===== src/rtl/dr32e_pkg.sv =====
// dr32e_pkg
// Shared types and constants for the dr32e decoder slice.
//   id_seq_state_e : ID-stage sequencer states (FIRST must stay at 0 so the
//                    reset value of the state register reads as FIRST)
//   ID_SEQ_CNT_W   : width of the multicycle ALU countdown counter
package dr32e_pkg;

  localparam int ID_SEQ_CNT_W = 4;

  typedef enum logic [2:0] {
    FIRST    = 3'd0,
    LSU_GNT  = 3'd1,
    LSU_RESP = 3'd2,
    MD       = 3'd3,
    ALU_MC   = 3'd4,
    BRANCH   = 3'd5
  } id_seq_state_e;

endpackage


===== src/rtl/dr32e_id_seq.sv =====
// dr32e_id_seq
// ID-stage sequencer. Holds the decoded instruction in ID until the resource
// it uses (LSU, multdiv, multicycle ALU, branch redirect) has completed, and
// produces first-cycle, stall, retire, RF-write gating and resource strobes.
//
// Ports
//   clk_i, rst_ni            clock, asynchronous active-low reset
//   instr_valid_i, flush_i   IF-ID valid, controller kill of the ID instruction
//   dec_*_i, branch_taken_i  decoder class bits and branch decision (FIRST only)
//   lsu_gnt_i, lsu_resp_valid_i, lsu_err_i, multdiv_valid_i  resource handshakes
//   instr_first_cycle_o      first ID cycle of the current instruction
//   lsu_req_o, multdiv_en_o  resource requests
//   jump_set_o, branch_set_o PC redirect strobes
//   rf_we_en_o               register-file write permitted this cycle
//   instr_done_o, id_in_ready_o, stall_o  retire / handshake towards IF-ID
//   illegal_o, lsu_err_o     exception pulses
//   state_o                  FSM state for debug
module dr32e_id_seq
  import dr32e_pkg::*;
#(
  parameter int unsigned ALU_MC_CYCLES = 2,
  parameter bit          BRANCH_STALL  = 1'b1
) (
  input  logic       clk_i,
  input  logic       rst_ni,
  input  logic       instr_valid_i,
  input  logic       flush_i,
  input  logic       dec_illegal_i,
  input  logic       dec_data_req_i,
  input  logic       dec_mult_en_i,
  input  logic       dec_div_en_i,
  input  logic       dec_alu_multicycle_i,
  input  logic       dec_jump_i,
  input  logic       dec_branch_i,
  input  logic       branch_taken_i,
  input  logic       lsu_gnt_i,
  input  logic       lsu_resp_valid_i,
  input  logic       lsu_err_i,
  input  logic       multdiv_valid_i,
  output logic       instr_first_cycle_o,
  output logic       lsu_req_o,
  output logic       multdiv_en_o,
  output logic       jump_set_o,
  output logic       branch_set_o,
  output logic       rf_we_en_o,
  output logic       instr_done_o,
  output logic       id_in_ready_o,
  output logic       stall_o,
  output logic       illegal_o,
  output logic       lsu_err_o,
  output logic [2:0] state_o
);

  localparam logic [ID_SEQ_CNT_W-1:0] CNT_LOAD = ID_SEQ_CNT_W'(ALU_MC_CYCLES - 2);

  id_seq_state_e           state_q, state_d;
  logic [ID_SEQ_CNT_W-1:0] cnt_q, cnt_d;
  logic                    flush_q, flush_d;
  logic                    accept;
  logic                    resp_killed;

  assign accept      = instr_valid_i & ~flush_i;
  // A flush seen while waiting for the LSU response is remembered so the
  // access can drain without writing the register file.
  assign resp_killed = flush_i | flush_q;

  always_ff @(posedge clk_i or negedge rst_ni) begin
    if (!rst_ni) begin
      state_q <= FIRST;
      cnt_q   <= '0;
      flush_q <= 1'b0;
    end else begin
      state_q <= state_d;
      cnt_q   <= cnt_d;
      flush_q <= flush_d;
    end
  end

  // Everything is gated by rst_ni so all outputs read 0 while reset is held,
  // even though several of them are combinational in the inputs.
  always_comb begin
    state_d             = state_q;
    cnt_d               = cnt_q;
    flush_d             = flush_q;
    instr_first_cycle_o = 1'b0;
    lsu_req_o           = 1'b0;
    multdiv_en_o        = 1'b0;
    jump_set_o          = 1'b0;
    branch_set_o        = 1'b0;
    rf_we_en_o          = 1'b0;
    instr_done_o        = 1'b0;
    illegal_o           = 1'b0;
    lsu_err_o           = 1'b0;
    if (rst_ni) begin
      unique case (state_q)
        FIRST: begin
          instr_first_cycle_o = accept;
          if (flush_i) begin
            instr_done_o = 1'b1;
          end else if (instr_valid_i) begin
            if (dec_illegal_i) begin
              illegal_o    = 1'b1;
              instr_done_o = 1'b1;
            end else if (dec_data_req_i) begin
              lsu_req_o = 1'b1;
              state_d   = lsu_gnt_i ? LSU_RESP : LSU_GNT;
            end else if (dec_mult_en_i | dec_div_en_i) begin
              multdiv_en_o = 1'b1;
              state_d      = MD;
            end else if (dec_alu_multicycle_i) begin
              cnt_d   = CNT_LOAD;
              state_d = ALU_MC;
            end else begin
              jump_set_o   = dec_jump_i;
              branch_set_o = dec_branch_i & branch_taken_i;
              if ((dec_jump_i | (dec_branch_i & branch_taken_i)) && BRANCH_STALL) begin
                state_d = BRANCH;
              end else begin
                instr_done_o = 1'b1;
                rf_we_en_o   = 1'b1;
              end
            end
          end
        end
        LSU_GNT: begin
          if (flush_i) begin
            instr_done_o = 1'b1;
            state_d      = FIRST;
          end else begin
            lsu_req_o = 1'b1;
            if (lsu_gnt_i) state_d = LSU_RESP;
          end
        end
        LSU_RESP: begin
          if (lsu_resp_valid_i) begin
            instr_done_o = 1'b1;
            rf_we_en_o   = ~resp_killed;
            lsu_err_o    = lsu_err_i & ~resp_killed;
            flush_d      = 1'b0;
            state_d      = FIRST;
          end else if (flush_i) begin
            flush_d = 1'b1;
          end
        end
        MD: begin
          if (flush_i) begin
            instr_done_o = 1'b1;
            state_d      = FIRST;
          end else begin
            multdiv_en_o = 1'b1;
            if (multdiv_valid_i) begin
              instr_done_o = 1'b1;
              rf_we_en_o   = 1'b1;
              state_d      = FIRST;
            end
          end
        end
        ALU_MC: begin
          if (flush_i) begin
            instr_done_o = 1'b1;
            state_d      = FIRST;
          end else if (cnt_q == '0) begin
            instr_done_o = 1'b1;
            rf_we_en_o   = 1'b1;
            state_d      = FIRST;
          end else begin
            cnt_d = cnt_q - ID_SEQ_CNT_W'(1);
          end
        end
        BRANCH: begin
          instr_done_o = 1'b1;
          rf_we_en_o   = ~flush_i;
          state_d      = FIRST;
        end
        default: begin
          state_d = FIRST;
        end
      endcase
    end
  end

  assign stall_o       = rst_ni & instr_valid_i & ~instr_done_o;
  assign id_in_ready_o = rst_ni & (instr_done_o | ((state_q == FIRST) & ~instr_valid_i));
  assign state_o       = state_q;

endmodule

===== config.mk =====
export PLATFORM = sky130hd
export DESIGN_NAME = dr32e_id_seq
export DESIGN_NICKNAME = d
export VERILOG_FILES = /design/src/rtl/dr32e_pkg.sv /design/src/rtl/dr32e_id_seq.sv
export SDC_FILE = /design/constraint.sdc
export NUM_CORES = 1
export LEC_CHECK = 0
export ABC_AREA = 1
export CAP_MARGIN = 25
export CORE_MARGIN = 2
export CORE_UTILIZATION = 40
export CTS_CLUSTER_SIZE = 16
export DETAILED_ROUTE_END_ITERATION = 8
export PLACE_DENSITY = 0.7
export SLEW_MARGIN = 20
export SYNTH_ARGS = -nofsm -noshare
export SYNTH_HDL_FRONTEND = slang
export SYNTH_SLANG_ARGS = --single-unit

===== constraint.sdc =====
create_clock -name clk_i -period 1.97 [get_ports clk_i]
set_input_delay 0.2955 -clock clk_i [delete_from_list [all_inputs] [get_ports clk_i]]
set_output_delay 0.2955 -clock clk_i [all_outputs]
set_load 0.01 [all_outputs]

==> metrics.yaml, run 1 <==
run_status:
  status: "finished with violations"
  violations: "setup timing"
clock_tree:
  ctsLongestPathBuffers: 2
  clkSinkCount: 8
  cts_max_level: 1
  cts.root.buffer_cell: "sky130_fd_sc_hd__clkbuf_4"
  clk_transition_reported_paths_ns: 0.06
  worst_skew_pair.late_latency_ns: 0.26
  cts_made_buffers: 3
  tritoncts: "built"
die:
  start_util: 0.4306
  pin_count: 30
  fp.coreArea_sq_mm: 0.002255
  fp.dieArea_sq_mm: 0.002837
  placement_rows: 17
  die_w_um: 53.27
  fp.dieH_um: 53.27
yosys:
  synth_warnings: 0
  synth_largest_area_cell: "sky130_fd_sc_hd__dfrtp_1"
  synthesis.instances: 146
  synth.lib_cells_used.distinct: 31
  postSynthNetCount: 166
  sequential_fraction_of_the_synthesis_area: 0.2062
  syn_avg_cell_area_sq_um: 6.650
  post_synth_instance_area_sq_um: 970.9
  synth-seq-cells: 8
  synth.area.top_cells: "sky130_fd_sc_hd__dfrtp_1, sky130_fd_sc_hd__nand2_1, sky130_fd_sc_hd__inv_1, sky130_fd_sc_hd__nor2_1, sky130_fd_sc_hd__ha_1"
  yosys.area.top_type_share: 0.2062
run:
  timing.max_cap.violations: 0
sta:
  period_minus_slack_ns: 1.978
  fin_worst_skew_ns: 0.002702
  timing.setup.tns_ns: -0.01317
  slew_viol_final: 0
  fmax_mhz: 505.5
  slew_headroom: 0.8441
  grt_setup_unrepaired: "true"
  final-setup-viol-count: 2
  final.period_utilization: 1.004
  hold_ws_ns: 0.4102
  hold_viol_final: 0
  finalWorstSetupSlack_ns: -0.008227
  worst-slew-pin-transition_ns: 0.2320
route:
  route.antenna.remaining_nets: 0
  detail_route.wl_per_cell_um: 12.88
  drc: 0
  vias: 1237
  via_per_inst: 4.988
  wl_mm: 3.193
  dr.first_iter.drc_count: 30
  detailedRoute.firstPassIterationCount: 5
setup_path:
  timing.critical_path.from_type: "flip-flop"
  cp.required_ns: 1.67
  timing.reg2reg.setup_slack_ns: 0.27
  critPathArrivalTime_ns: 1.68
  worst-setup-path-type: "reg2out"
  worstPathMaxFanout: 6
  critical_path.endpoint_type: "primary output"
layout:
  layout.nets: 242
  most-common-layout-cells: "sky130_fd_sc_hd__buf_4, sky130_fd_sc_hd__nand2_1, sky130_fd_sc_hd__clkdlybuf4s50_1, sky130_fd_sc_hd__inv_1, sky130_fd_sc_hd__nor2_1"
  diodes: 0
  synthToLayoutAreaGrowth_pct: 69.97
  mostFrequentLayoutCell: "sky130_fd_sc_hd__buf_4"
  post_route_cells_drive_above_1_share: 0.4864
  fillCellCount: 185
  post-route-util: 0.7320
place:
  place.gp.congestion: 0.8662
  dp_hpwl_mm: 2.450
  port_buffers: 29
  placement.setup.worst_slack_ns: -0.3820
global_routing:
  grt_start_max_net_pins: 11
  first_global_vias: 1168
  wire_length_of_the_first_global_routing_pass_mm: 4.850
  groute.usage.overall: 0.2343
  grt_antenna_before_repair: 0
  globalRouteOverflowTotal: 0
power:
  peakVddDrop_uv: 761.9
  power-per-cell-area_mw_per_mm2: 1067
  power.leakage_nw: 0.8755
worst_hold_path:
  hold_path.class: "in2async"
==> cell families after synthesis <==
| family | Yosys count | synth area share |
|---|---|---|
| and+or+nand+nor | 87 | 0.4433 |
| buffers and inverters | 26 | 0.1263 |
| AOI/OAI and AO/OA | 20 | 0.1637 |
| DFF | 8 | 0.2062 |
| adders and majority gates | 4 | 0.05155 |
| xor gates and xnor gates | 1 | 0.009022 |
==> registers in the layout, indices dropped and copies added, names as in the netlist <==
register and flops:
state_o 3, flush_q 1, cnt_q 4
==> worst paths after layout <==
path	start	to	depth (start not counted)
min in group clk_i	cnt_q[0]$_DFFE_PN0P_	cnt_q[0]$_DFFE_PN0P_	2
hold / removal	rst_ni	flush_q$_DFFE_PN0P_	2
setup reg to reg	state_o[1]$_DFFE_PN0P_	state_o[1]$_DFFE_PN0P_	11
max in group asynchronous	rst_ni	state_o[1]$_DFFE_PN0P_	2
hold reg to reg	cnt_q[0]$_DFFE_PN0P_	cnt_q[0]$_DFFE_PN0P_	2
setup / recovery	state_o[1]$_DFFE_PN0P_	stall_o	8
==> timing repair <==
| action | 4_1_cts | 5_1_grt |
|---|---|---|
| hold buffers | 0 | 0 |
| pin swaps | 4 | 4 |
| setup buffers | 7 | 2 |
| gates resized for setup | 44 | 23 |
| endpoints found under the setup margin | 11 | 9 |
==> critical path: stages, from the launching register on <==
cell,delay [ns]
sky130_fd_sc_hd__dfrtp_2,0.47
sky130_fd_sc_hd__buf_4,0.16
sky130_fd_sc_hd__nand3_2,0.08
sky130_fd_sc_hd__buf_4,0.11
sky130_fd_sc_hd__nor2_1,0.06
sky130_fd_sc_hd__a211oi_2,0.18
sky130_fd_sc_hd__nand2_2,0.10
sky130_fd_sc_hd__a21oi_2,0.13
sky130_fd_sc_hd__buf_2,0.13
==> where the power goes <==
part           internal [mW]  leakage [nW]  switching (mW)
clock network         0.0701        0.0138          0.0620
logic                  0.654         0.761           0.681
registers              0.230         0.101          0.0636
total                  0.954         0.876           0.807
==> metrics by stage <==
step	power, mW	instance area (sq um)	std cells
final	1.760	1650	248
after detailed placement	1.430	1533	236
after floorplan	0.9237	970.9	146
after CTS	1.660	1617	246
after global routing	1.888	1650	248
after global placement	1.389	1533	236
==> layout make-up <==
class	count	area [sq um]	share of cell area
clock buffer	3	22.52	0.01365
inverter	23	93.84	0.05686
multi-input combinational	112	706.9	0.4284
sequential	8	202.7	0.1228
tap	28	35.03	0.02123
timing repair buffer	74	589.3	0.3571
==> routing by layer <==
metal  vias up  GRT usage  share of wire
met2        45     0.4506           0.55
met5         -          0              0
met1       570     0.2762           0.40
met3         2    0.04237          0.053
li1        620          -              -
met4         0    0.01282         0.0031
==> synthesized netlist by cell type <==
master / instances
sky130_fd_sc_hd__nand2_2: 2
sky130_fd_sc_hd__a21oi_1: 3
sky130_fd_sc_hd__nor2_4: 1
sky130_fd_sc_hd__dfrtp_1: 8
sky130_fd_sc_hd__o22ai_1: 1
sky130_fd_sc_hd__nor3_1: 1
sky130_fd_sc_hd__nand3_1: 7
sky130_fd_sc_hd__a21oi_2: 2
sky130_fd_sc_hd__nor2_1: 15
sky130_fd_sc_hd__and3_1: 2
sky130_fd_sc_hd__a31o_2: 1
sky130_fd_sc_hd__inv_1: 19
sky130_fd_sc_hd__nand4_1: 3
sky130_fd_sc_hd__o21ai_1: 3
sky130_fd_sc_hd__xor2_1: 1
sky130_fd_sc_hd__ha_1: 4
sky130_fd_sc_hd__o31ai_4: 1
sky130_fd_sc_hd__nor2_2: 7
sky130_fd_sc_hd__nand2_4: 3
sky130_fd_sc_hd__o21ai_4: 1
sky130_fd_sc_hd__nand2_1: 39
sky130_fd_sc_hd__o21ai_2: 4
sky130_fd_sc_hd__nor4_1: 2
sky130_fd_sc_hd__a31oi_1: 1
sky130_fd_sc_hd__buf_6: 3
sky130_fd_sc_hd__o21ai_0: 2
sky130_fd_sc_hd__a211oi_1: 1
sky130_fd_sc_hd__nand3_2: 3
sky130_fd_sc_hd__inv_2: 3
sky130_fd_sc_hd__or2_2: 2
sky130_fd_sc_hd__inv_4: 1
(Power assumes the default switching activity.)
==> run 2: changes to the inputs <==
--- a/config.mk
+++ b/config.mk
@@ -12,6 +12,7 @@
 export CTS_CLUSTER_SIZE = 16
 export DETAILED_ROUTE_END_ITERATION = 8
 export PLACE_DENSITY = 0.7
+export SKIP_LAST_GASP = 1
 export SLEW_MARGIN = 20
 export SYNTH_ARGS = -nofsm -noshare
 export SYNTH_HDL_FRONTEND = slang
==> run 2 against run 1 <==
Effect of this change: the flow still finishes with violations (setup timing); sequential power barely moved; clock skew barely moved; global-route usage rose by 0.059 points; critical path type unchanged; combinational power barely moved; power fell by 0.86%; register-to-register slack barely moved; sequential share of layout area barely moved; final cell count did not move; highest routed layer unchanged; worst hold slack got worse by 0.0050 ns; critical endpoint is now id_in_ready_o; clock power rose by 4%.
==> metrics.yaml, run 2 (synthesis results as in run 1) <==
run_status:
  status: "finished with violations"
  violations: "setup timing"
sta:
  slew_headroom: 0.8375  # -0.006573
  timing.setup.tns_ns: -0.06505  # -0.05188 ns
  finalWorstSetupSlack_ns: -0.03494  # -0.02671 ns
  final-setup-viol-count: 3  # +1
  fin_worst_skew_ns: 0.003194  # +0.0004918 ns
  grt_setup_unrepaired: "true"
  period_minus_slack_ns: 2.005  # +0.02671 ns
  hold_viol_final: 0  # unchanged
  slew_viol_final: 0  # unchanged
  fmax_mhz: 498.8  # -1.3%
  final.period_utilization: 1.018  # +0.01356
  worst-slew-pin-transition_ns: 0.2417  # +0.009778 ns
die:
  fp.dieH_um: 53.27  # unchanged
  placement_rows: 17  # unchanged
  fp.dieArea_sq_mm: 0.002837  # unchanged
  fp.coreArea_sq_mm: 0.002255  # unchanged
  start_util: 0.4306  # unchanged
  pin_count: 30  # unchanged
  die_w_um: 53.27  # unchanged
setup_path:
  critPathBufInv: 3  # unchanged
  critical_path.endpoint_type: "primary output"
  cp_cell_sequence: "buf_4, nand3_2, buf_4, nor2_1, a211oi_2, nand2_1, nand2_1, nand2_1, buf_2"
  critical_path.slowest_cell: "sky130_fd_sc_hd__dfrtp_2"
  crit_path_frequent_cell: "sky130_fd_sc_hd__nand2_1"
  worst-setup-path-type: "reg2out"
  maximum_single_stage_delay_on_the_critical_path_ns: 0.46  # about the same
  timing.reg2reg.setup_slack_ns: 0.27  # about the same
  worstReg2RegEnd: "state_o[1]$_DFFE_PN0P_"
  critical_path.reg2reg.startpoint: "state_o[1]$_DFFE_PN0P_"
  critPathTopFamily: "simple AND/OR/NAND/NOR gates"
  timing.critical_path.from_type: "flip-flop"
  worstPathMaxFanout: 6  # unchanged
  critPathArrivalTime_ns: 1.71  # +0.03 ns
  critical_path_cell_count: 9  # +1
  ff2ff_path_depth: 11  # unchanged
  cp.required_ns: 1.67  # about the same
power:
  power.leakage_nw: 0.8767  # +0.14%
  total_power_mw: 1.745  # -0.86%
  peakVddDrop_uv: 763.7  # +0.24%
  power-per-cell-area_mw_per_mm2: 1062  # -0.49%
route:
  drc: 0  # unchanged
  via_per_inst: 5.060  # +1.5%
  vias: 1255  # +1.5%
  dr.first_iter.drc_count: 36  # +20%
  detail_route.wl_per_cell_um: 12.70  # -1.4%
  detailedRoute.firstPassIterationCount: 4  # -1
  wl_mm: 3.149  # -1.4%
  route.antenna.remaining_nets: 0  # unchanged
clock_tree:
  worst_skew_pair.late_latency_ns: 0.27  # about the same
  clk_transition_reported_paths_ns: 0.06  # about the same
  cts_made_buffers: 3  # unchanged
  cts.root.buffer_cell: "sky130_fd_sc_hd__clkbuf_4"
  ctsLongestPathBuffers: 2  # unchanged
  clkSinkCount: 8  # unchanged
  tritoncts: "built"
  cts_max_level: 1  # unchanged
layout:
  diodes: 0  # unchanged
  layout.nets: 242  # unchanged
  largest_reg_flops: 4  # unchanged
  synthToLayoutAreaGrowth_pct: 69.33
  post_route_cells_drive_above_1_share: 0.4727  # -0.01364
  mostFrequentLayoutCell: "sky130_fd_sc_hd__buf_4"
  most-common-layout-cells: "sky130_fd_sc_hd__buf_4, sky130_fd_sc_hd__nand2_1, sky130_fd_sc_hd__inv_1, sky130_fd_sc_hd__clkdlybuf4s50_1, sky130_fd_sc_hd__nor2_1"
  top_register: "cnt_q"
  fillCellCount: 183  # -1.1%
global_routing:
  first_global_vias: 1174  # +0.51%
  wire_length_of_the_first_global_routing_pass_mm: 4.857  # +0.14%
  grt_antenna_before_repair: 0  # unchanged
  met2_usage: 0.4527  # +0.002058
  global_route.peak_usage_layer: "met2"
  met1_usage: 0.2762  # unchanged
  grt_start_max_net_pins: 11  # unchanged
  globalRouteOverflowTotal: 0  # unchanged
  groute.usage.overall: 0.2348  # +0.0005886
  grt.met3_usage: 0.04237  # unchanged
place:
  port_buffers: 29  # unchanged
  place.gp.congestion: 0.8662  # unchanged
  dp_hpwl_mm: 2.450  # unchanged
run:
  timing.max_cap.violations: 0  # unchanged
worst_hold_path:
  hold_path.class: "in2async"
==> run 2: cell types whose count changed in the layout (fill, tap and decap cells not counted) <==
cell	change
sky130_fd_sc_hd__inv_1	+1
sky130_fd_sc_hd__inv_2	-1
sky130_fd_sc_hd__inv_4	-1
sky130_fd_sc_hd__nand2_1	+2
sky130_fd_sc_hd__buf_4	+1
sky130_fd_sc_hd__buf_6	-1
sky130_fd_sc_hd__nand2_2	-2
sky130_fd_sc_hd__inv_6	+1
==> run 2: power by group <==
group	switching, mW	internal [mW]	total, mW
Sequential	0.0634	0.230	0.293
Clock	0.0665	0.0704	0.137
Combinational	0.667	0.648	1.32
==> run 2: worst max-delay path by stage <==
stage / end / from
detailed placement: branch_set_o / flush_i
floorplan: illegal_o / state_o[1]$_DFFE_PN0P_
global placement: multdiv_en_o / flush_i
global route: instr_done_o / cnt_q[0]$_DFFE_PN0P_
finish: id_in_ready_o / state_o[1]$_DFFE_PN0P_
CTS: id_in_ready_o / state_o[1]$_DFFE_PN0P_
==> run 2: area by class of cell <==
cell class / count / area, sq um / share of cell area
inverter: 23 / 96.34 / 0.05860
multi-input combinational: 112 / 701.9 / 0.4269
tap: 28 / 35.03 / 0.02131
clock buffer: 3 / 22.52 / 0.01370
timing repair buffer: 74 / 585.6 / 0.3562
sequential: 8 / 202.7 / 0.1233
==> run 2: timing repair <==
item / in CTS / in global routing
gates resized for setup: 42 / 22
setup endpoints to repair: 11 / 9
pin swaps: 4 / 3
hold buffers: 0 / 0
gates cloned: 0 / 0
setup buffers: 7 / 2
==> run 2: layer usage <==
| metal | up-vias | wire [um] |
|---|---|---|
| li1 | 619 | - |
| met1 | 588 | 1267 |
| met2 | 45 | 1680 |
| met3 | 3 | 187 |
| met4 | 0 | 14 |
| met5 | - | 0 |
==> run 2: metrics by stage <==
step / cells / cell area (sq um) / hold slack [ns] / utilization / worst slack [ns]
after CTS: 246 / 1629 / 0.4107 / 0.7225 / -0.09477
after floorplan: 146 / 970.9 / -0.00009107 / - / 0.3604
after global placement: 236 / 1533 / 0.4620 / 0.6798 / -0.3750
final: 248 / 1644 / 0.4052 / 0.7292 / -0.03494
after detailed placement: 236 / 1533 / 0.4823 / 0.6798 / -0.3820
after global routing: 248 / 1644 / 0.4109 / 0.7292 / -0.1116
==> run 3: changes to the inputs <==
--- a/config.mk
+++ b/config.mk
@@ -9,8 +9,10 @@
 export CAP_MARGIN = 25
 export CORE_MARGIN = 2
 export CORE_UTILIZATION = 40
+export CTS_CLUSTER_DIAMETER = 120
 export CTS_CLUSTER_SIZE = 16
 export DETAILED_ROUTE_END_ITERATION = 8
+export HOLD_SLACK_MARGIN = 0.1
 export PLACE_DENSITY = 0.7
 export SKIP_LAST_GASP = 1
 export SLEW_MARGIN = 20
==> results of run 3 <==
Final layout, timing and power as in run 2 (identical DEF).
